## src/rtl/video_pkg.sv

```systemverilog
// Shared types and constants for the video test-pattern source.
package video_pkg;

  // Test pattern selector values, as driven on pattern_i.
  typedef enum logic [1:0] {
    BARS  = 2'd0,
    RAMP  = 2'd1,
    CHECK = 2'd2,
    FRAME = 2'd3
  } pattern_e;

  // Top-level run state.
  typedef enum logic [1:0] {
    S_IDLE   = 2'd0,
    S_RUN    = 2'd1,
    S_FINISH = 2'd2
  } fsm_state_e;

  // One axis of raster timing: active, front porch, sync, back porch.
  typedef struct packed {
    logic [15:0] active;
    logic [15:0] fp;
    logic [15:0] sync;
    logic [15:0] bp;
  } timing_t;

  // Total positions on one axis.
  function automatic int total(input int active, input int fp, input int sync, input int bp);
    return active + fp + sync + bp;
  endfunction

  // Colour-bar palette; index 0 is the leftmost bar.
  localparam logic [7:0][23:0] BAR_LUT = {
    24'h000000, 24'h0000FF, 24'hFF0000, 24'hFF00FF,
    24'h00FF00, 24'h00FFFF, 24'hFFFF00, 24'hFFFFFF
  };

endpackage

```

## src/rtl/video_timing_cnt.sv

```systemverilog
// Horizontal/vertical raster position counters with decoded sidebands.
// The counters hold the position of the next beat to be loaded; the
// decodes are combinational so the caller registers them with the pixel.
module video_timing_cnt
  import video_pkg::*;
#(
  parameter int H_ACTIVE = 640,
  parameter int H_FP     = 16,
  parameter int H_SYNC   = 96,
  parameter int H_BP     = 48,
  parameter int V_ACTIVE = 480,
  parameter int V_FP     = 10,
  parameter int V_SYNC   = 2,
  parameter int V_BP     = 33,
  localparam int H_TOTAL = total(H_ACTIVE, H_FP, H_SYNC, H_BP),
  localparam int V_TOTAL = total(V_ACTIVE, V_FP, V_SYNC, V_BP),
  localparam int HW      = $clog2(H_TOTAL),
  localparam int VW      = $clog2(V_TOTAL)
) (
  input  logic          clk_i,
  input  logic          rst_i,
  input  logic          adv_i,
  output logic [HW-1:0] h_o,
  output logic [VW-1:0] v_o,
  output logic          vde_o,
  output logic          hs_o,
  output logic          vs_o,
  output logic          sof_o,
  output logic          last_o
);

  localparam timing_t H_T = '{active: 16'(H_ACTIVE), fp: 16'(H_FP), sync: 16'(H_SYNC), bp: 16'(H_BP)};
  localparam timing_t V_T = '{active: 16'(V_ACTIVE), fp: 16'(V_FP), sync: 16'(V_SYNC), bp: 16'(V_BP)};
  localparam int HS_START = int'(H_T.active) + int'(H_T.fp);
  localparam int HS_END   = HS_START + int'(H_T.sync);
  localparam int VS_START = int'(V_T.active) + int'(V_T.fp);
  localparam int VS_END   = VS_START + int'(V_T.sync);

  logic [HW-1:0] r_h;
  logic [VW-1:0] r_v;
  logic [31:0]   w_h32;
  logic [31:0]   w_v32;
  logic          w_h_last;
  logic          w_v_last;

  assign w_h32    = 32'(r_h);
  assign w_v32    = 32'(r_v);
  assign w_h_last = (w_h32 == H_TOTAL - 1);
  assign w_v_last = (w_v32 == V_TOTAL - 1);

  assign h_o    = r_h;
  assign v_o    = r_v;
  assign vde_o  = (w_h32 < H_ACTIVE) && (w_v32 < V_ACTIVE);
  assign hs_o   = (w_h32 >= HS_START) && (w_h32 < HS_END);
  assign vs_o   = (w_v32 >= VS_START) && (w_v32 < VS_END);
  assign sof_o  = (r_h == '0) && (r_v == '0);
  assign last_o = w_h_last && w_v_last;

  // Step one raster position per advance; v steps when h wraps.
  always_ff @(posedge clk_i) begin
    if (rst_i) begin
      r_h <= '0;
      r_v <= '0;
    end else if (adv_i) begin
      if (w_h_last) begin
        r_h <= '0;
        r_v <= w_v_last ? '0 : r_v + 1'b1;
      end else begin
        r_h <= r_h + 1'b1;
      end
    end
  end

endmodule

```

## src/rtl/video_src_gen.sv

```systemverilog
// Programmable video timing and test-pattern source with valid/ready output.
// Every beat (active and blanking) is computed from the counter position,
// registered into the outputs, and held while the consumer stalls.
module video_src_gen
  import video_pkg::*;
#(
  parameter int H_ACTIVE = 640,
  parameter int H_FP     = 16,
  parameter int H_SYNC   = 96,
  parameter int H_BP     = 48,
  parameter int V_ACTIVE = 480,
  parameter int V_FP     = 10,
  parameter int V_SYNC   = 2,
  parameter int V_BP     = 33,
  parameter bit SYNC_POL = 1'b0,
  parameter int CHK_LOG2 = 5
) (
  input  logic       clk_i,
  input  logic       rst_i,
  input  logic       en_i,
  input  logic [1:0] pattern_i,
  output logic [7:0] r_o,
  output logic [7:0] g_o,
  output logic [7:0] b_o,
  output logic       hsync_o,
  output logic       vsync_o,
  output logic       vde_o,
  output logic       sof_o,
  output logic       valid_o,
  input  logic       ready_i
);

  localparam int HW    = $clog2(total(H_ACTIVE, H_FP, H_SYNC, H_BP));
  localparam int VW    = $clog2(total(V_ACTIVE, V_FP, V_SYNC, V_BP));
  localparam int BAR_W = H_ACTIVE / 8;

  if (H_ACTIVE % 8 != 0) begin : g_bad_h_active
    $error("video_src_gen: H_ACTIVE must be a multiple of 8");
  end

  fsm_state_e    r_state;
  pattern_e      r_pattern;
  logic [7:0]    r_frame_cnt;
  logic          r_last;

  logic [HW-1:0] w_h;
  logic [VW-1:0] w_v;
  logic          w_vde, w_hs, w_vs, w_sof, w_last;
  logic [31:0]   w_h32;
  logic [2:0]    w_bar;
  logic          w_chk_odd;
  logic [23:0]   w_ramp;
  logic [23:0]   w_rgb;
  pattern_e      w_pat;
  logic          w_last_acc;
  logic          w_done;
  logic          w_load;
  logic [7:0]    w_frame_next;

  video_timing_cnt #(
    .H_ACTIVE(H_ACTIVE), .H_FP(H_FP), .H_SYNC(H_SYNC), .H_BP(H_BP),
    .V_ACTIVE(V_ACTIVE), .V_FP(V_FP), .V_SYNC(V_SYNC), .V_BP(V_BP)
  ) u_cnt (
    .clk_i  (clk_i),
    .rst_i  (rst_i),
    .adv_i  (w_load),
    .h_o    (w_h),
    .v_o    (w_v),
    .vde_o  (w_vde),
    .hs_o   (w_hs),
    .vs_o   (w_vs),
    .sof_o  (w_sof),
    .last_o (w_last)
  );

  // Accepting the final beat of a frame; frame_cnt steps here, and the beat
  // loaded in the same cycle already belongs to the new frame.
  assign w_last_acc   = valid_o && ready_i && r_last;
  assign w_frame_next = r_frame_cnt + 8'(w_last_acc);
  assign w_done       = w_last_acc && ((r_state == S_FINISH) || ((r_state == S_RUN) && !en_i));

  // Load the next beat: on start from IDLE, on any free slot in RUN, and in
  // FINISH only until the last beat of the frame is on the output.
  always_comb begin
    w_load = 1'b0;
    case (r_state)
      S_IDLE:   w_load = en_i;
      S_RUN:    w_load = (!valid_o || ready_i) && !w_done;
      S_FINISH: w_load = valid_o && ready_i && !r_last;
      default:  w_load = 1'b0;
    endcase
  end

  assign w_h32     = 32'(w_h);
  assign w_bar     = 3'(w_h32 / BAR_W);
  assign w_chk_odd = w_h32[CHK_LOG2] ^ 1'(32'(w_v) >> CHK_LOG2);

  for (genvar gi = 0; gi < 3; gi++) begin : g_ramp
    assign w_ramp[gi*8 +: 8] = w_h32[7:0];
  end

  // Pattern mux; the selector is taken live only on the first beat of a frame.
  always_comb begin
    w_pat = w_sof ? pattern_e'(pattern_i) : r_pattern;
    w_rgb = 24'h000000;
    if (w_vde) begin
      case (w_pat)
        BARS:    w_rgb = BAR_LUT[w_bar];
        RAMP:    w_rgb = w_ramp;
        CHECK:   w_rgb = w_chk_odd ? 24'h000000 : 24'hFFFFFF;
        FRAME:   w_rgb = {w_frame_next, ~w_frame_next, 8'h80};
        default: w_rgb = 24'h000000;
      endcase
    end
  end

  // Run-state FSM with output register; outputs only change on a load or at frame end.
  always_ff @(posedge clk_i) begin
    if (rst_i) begin
      r_state     <= S_IDLE;
      r_pattern   <= BARS;
      r_frame_cnt <= 8'd0;
      r_last      <= 1'b0;
      valid_o     <= 1'b0;
      {r_o, g_o, b_o} <= 24'h000000;
      vde_o       <= 1'b0;
      sof_o       <= 1'b0;
      hsync_o     <= ~SYNC_POL;
      vsync_o     <= ~SYNC_POL;
    end else begin
      if (w_last_acc) begin
        r_frame_cnt <= r_frame_cnt + 8'd1;
      end
      if (w_load) begin
        valid_o <= 1'b1;
        {r_o, g_o, b_o} <= w_rgb;
        vde_o   <= w_vde;
        sof_o   <= w_sof;
        hsync_o <= w_hs ? SYNC_POL : ~SYNC_POL;
        vsync_o <= w_vs ? SYNC_POL : ~SYNC_POL;
        r_last  <= w_last;
        if (w_sof) begin
          r_pattern <= w_pat;
        end
      end else if (w_done) begin
        valid_o <= 1'b0;
        {r_o, g_o, b_o} <= 24'h000000;
        vde_o   <= 1'b0;
        sof_o   <= 1'b0;
        hsync_o <= ~SYNC_POL;
        vsync_o <= ~SYNC_POL;
        r_last  <= 1'b0;
      end
      case (r_state)
        S_IDLE:   if (en_i) r_state <= S_RUN;
        S_RUN:    if (!en_i) r_state <= w_done ? S_IDLE : S_FINISH;
        S_FINISH: if (w_done) r_state <= S_IDLE;
        default:  r_state <= S_IDLE;
      endcase
    end
  end

endmodule

```

## config.mk

```make
export PLATFORM = sky130hd
export DESIGN_NAME = video_src_gen
export DESIGN_NICKNAME = d
export VERILOG_FILES = /design/src/rtl/video_pkg.sv /design/src/rtl/video_timing_cnt.sv /design/src/rtl/video_src_gen.sv
export SDC_FILE = /design/constraint.sdc
export NUM_CORES = 1
export LEC_CHECK = 0
export BUFFER_PORTS_ARGS = -buffer_cell sky130_fd_sc_hd__buf_2
export CAP_MARGIN = 20
export CORE_MARGIN = 1.5
export CORE_UTILIZATION = 60
export CTS_CLUSTER_SIZE = 28
export DETAILED_ROUTE_END_ITERATION = 8
export PLACE_DENSITY = 0.8
export SETUP_SLACK_MARGIN = 0.5
export SLEW_MARGIN = 20
export SYNTH_ARGS = -nofsm -noshare
export SYNTH_HDL_FRONTEND = slang
export SYNTH_HIERARCHICAL = 1
export SYNTH_SLANG_ARGS = --single-unit
```

## constraint.sdc

```tcl
create_clock -name clk_i -period 8.4 [get_ports clk_i]
set_input_delay 2.1 -clock clk_i [delete_from_list [all_inputs] [get_ports clk_i]]
set_output_delay 2.1 -clock clk_i [all_outputs]
set_load 0.02 [all_outputs]
```

==> run_results.csv <==
group,metric,value,unit
yosys,yosys.area.top_type,"dfxtp_1",
yosys,ys_ff_latch,62,
finish,fillers,519,
critical_path,worstPathRequired,8620,ps
die,rows,29,
drt,route.antenna.remaining_nets,0,
global_route,grt_antenna_before_repair,0,
critical_path,crit_path_end,"u_cnt/v_o[2]",
yosys,syn-num-nets,483,
finish,nets,501,
finish,fin_cells,569,
clock_network,clock_latency,360,ps
global_route,grt_pass1_vias,3207,
die,boundaryPins,35,
sta,hold_violations,0,
sta,whs,449.5,ps
critical_path,arrival,4400,ps
sta,period_minus_slack,4179,ps
die,core_area,0.006277,mm^2
clock_network,post_cts.repair.setup_buffers,0,
clock_network,clkTransAtPathRegs,80,ps
drt,vias,3535,
flow_run,drv_cap,0,
finish,drive_gt1_share,15.04,%
sta,rsz0062_at_grt,"false",
drt,totalWireLength,9.286,mm
power,ir_worst_vdd,0.2216,mV
finish,area_growth,10.16,%
drt,via_per_inst,6.213,
placed_design,dp_hpwl,6.266,mm
critical_path,reg2reg_to,"g_o[3]",
clock_network,numCtsBuffers,9,
yosys,synth_area_leaders,"dfxtp_1 (32%), nor2_1 (4.9%), nand2_1 (4.6%)",
critical_path,endpoint_kind,"register",
yosys,synth_cell_type_count,71,
global_route,grt_pass1_wl,15.39,mm
yosys,yosysWarnings,6,
finish,multiInputGateArea,0.002432,mm^2
drt,drcViolationCount,0,
placed_design,placed_cells,553,
clock_network,cts_resized,0,
sta,maxSlewHeadroom,38.09,%
critical_path,worst-path-max-fanout,9,
die,die_h,83.17,um
yosys,synth_top_area_share,32.19,%
worst_hold_path,hold_path_depth,2,
yosys,syn_avg_cell_area,8.222,um^2
sta,clock.fmax,239.3,MHz
clock_network,cts_sinks,62,
sta,drv_slew,0,
worst_hold_path,hold_start,"g_o[7]",
power,p_leak,0.001702,uW
clock_network,cts_tree,"built",
die,die-width,83.17,um
sta,clock_skew,15.73,ps
critical_path,r2r_setup_slack,4930,ps
sta,worst_slew_pin_slew,927.4,ps
die,dieArea,0.006917,mm^2
global_route,grt_use_total,26.96,%
yosys,synthArstFlopShare,0,%
sta,setup_tns,0,ps
placed_design,numPortBuffers,34,
yosys,synth_common_cells,"dfxtp_1 (62), nor2_1 (50), nand2_1 (47)",
clock_network,htreeDepth,3,
global_route,gr-total-overflow,0,
sta,fin_crit_sh,49.75,%
sta,final-setup-viol-count,0,
yosys,synthCells,469,
power,total_power,844.5,uW
yosys,synth.most_common_cell,"dfxtp_1",
yosys,synth-seq-area-share,32.19,%
critical_path,rr_startpoint,"u_cnt/h_o[6]",
drt,dr.pass1.iters,6,
placed_design,place.gp.congestion,0.8844,
clock_network,clockBufferDepth,2,
critical_path,critical_path.startpoint,"ready_i",
drt,drt-wirelength-per-cell,16.32,um
yosys,synth_area,0.003856,mm^2
finish,seqCellArea,0.001241,mm^2
yosys,synth-edff-count,0,
critical_path,crit_type,"primary input to register",
clock_network,holdBufCountCts,0,
die,initial_core_util,61.43,%
critical_path,ff2ff_path_depth,9,
clock_network,root_buffer,"clkbuf_8",
power,p_per_area,198.8,mW/mm^2
global_route,grt_max_degree,50,
worst_hold_path,min_path_type,"register to register",
drt,drt-initial-drc-count,296,
yosys,synthFlopType,"dfxtp_1",
critical_path,setup.worst_path.start_class,"primary input",
finish,insertedDiodeCount,0,
status,status,"complete, no violations",
[how the worst min path moves through the flow]
stage / endpoint / slack, ps
2_1_floorplan: r_state[0] / 460
3_3_place_gp: g_o[0] / 440
3_5_place_dp: r_o[4] / 440
4_1_cts: g_o[7] / 450
5_1_grt: r_o[4] / 480
6_report: g_o[7] / 450
[layout make-up]
cell class	instances	area share (%)
Tap cell	77	2.268
Inverter	8	0.7069
Clock inverter	7	3.446
Sequential cell	62	29.22
Timing Repair Buffer	35	4.183
Multi-Input combinational cell	371	57.26
Clock buffer	9	2.916
[logic make-up after synthesis]
group,Yosys count,synth area share (%)
adders and majority gates,8,2.596
xor gates and xnor gates,27,6.132
muxes,11,2.920
buffers and inverters,36,4.835
and+or+nand+nor,205,28.68
DFF,62,32.19
AOI/OAI and AO/OA,120,22.65
[power breakdown]
group / switching [uW] / internal, uW
sequential: 15.5 / 318
combinational: 100 / 54.8
clock: 127 / 229
total: 243 / 602
[registers in the layout (all words and copies together), names as in the netlist]
register	flops
u_cnt/h_o	10
u_cnt/v_o	10
r_frame_cnt	8
valid_o	1
g_o	8
r_pattern	2
r_o	8
sof_o	1
r_state	2
hsync_o	1
r_last	1
b_o	8
vde_o	1
vsync_o	1
[per-stage QoR]
stage | utilization, % | instance area, um^2 | setup WS, ps
after detailed placement | 63.30 | 3974 | 3906
after global routing | 67.67 | 4248 | 3974
after global placement | 63.30 | 3974 | 4031
final | 67.67 | 4248 | 4221
after floorplan | - | 3856 | 4362
after CTS | 67.61 | 4244 | 4257
[layer usage]
metal	wire [um]	GRT usage, %
met3	633	7.058
met1	3985	34.67
met4	133	6.667
met5	0	0
met2	4534	45.16
[critical path, cell delays in order]
cell and delay [ps]:
buf_2 120, nand2b_1 60, a21o_1 170, a21oi_1 290, nor2_1 200, inv_1 230
and4_1 370, nand3_1 180, o21bai_1 560, nor2_1 110
[cells in the final DEF, fill, tap and decap left out, types with 4 or more instances in the layout]
master      n
nand3_1    20
xnor2_1    11
nor3_1     14
inv_1       8
nor2_1     50
and3_1     10
o21a_1      5
bufinv_16   4
o21ai_0    24
nand2_1    47
ha_1        8
a22oi_1    11
clkbuf_8    9
or2_2       4
mux2i_1     8
a32oi_1     7
o21ai_1    10
nor4_1      4
or3_1       4
xor2_1     16
a21o_1     12
nand2b_1    4
o31ai_1     4
a21oi_1    23
nand4_1     9
nor2b_1    10
dfxtp_1    62
buf_2      34
Power figures use the tool's default switching activity.
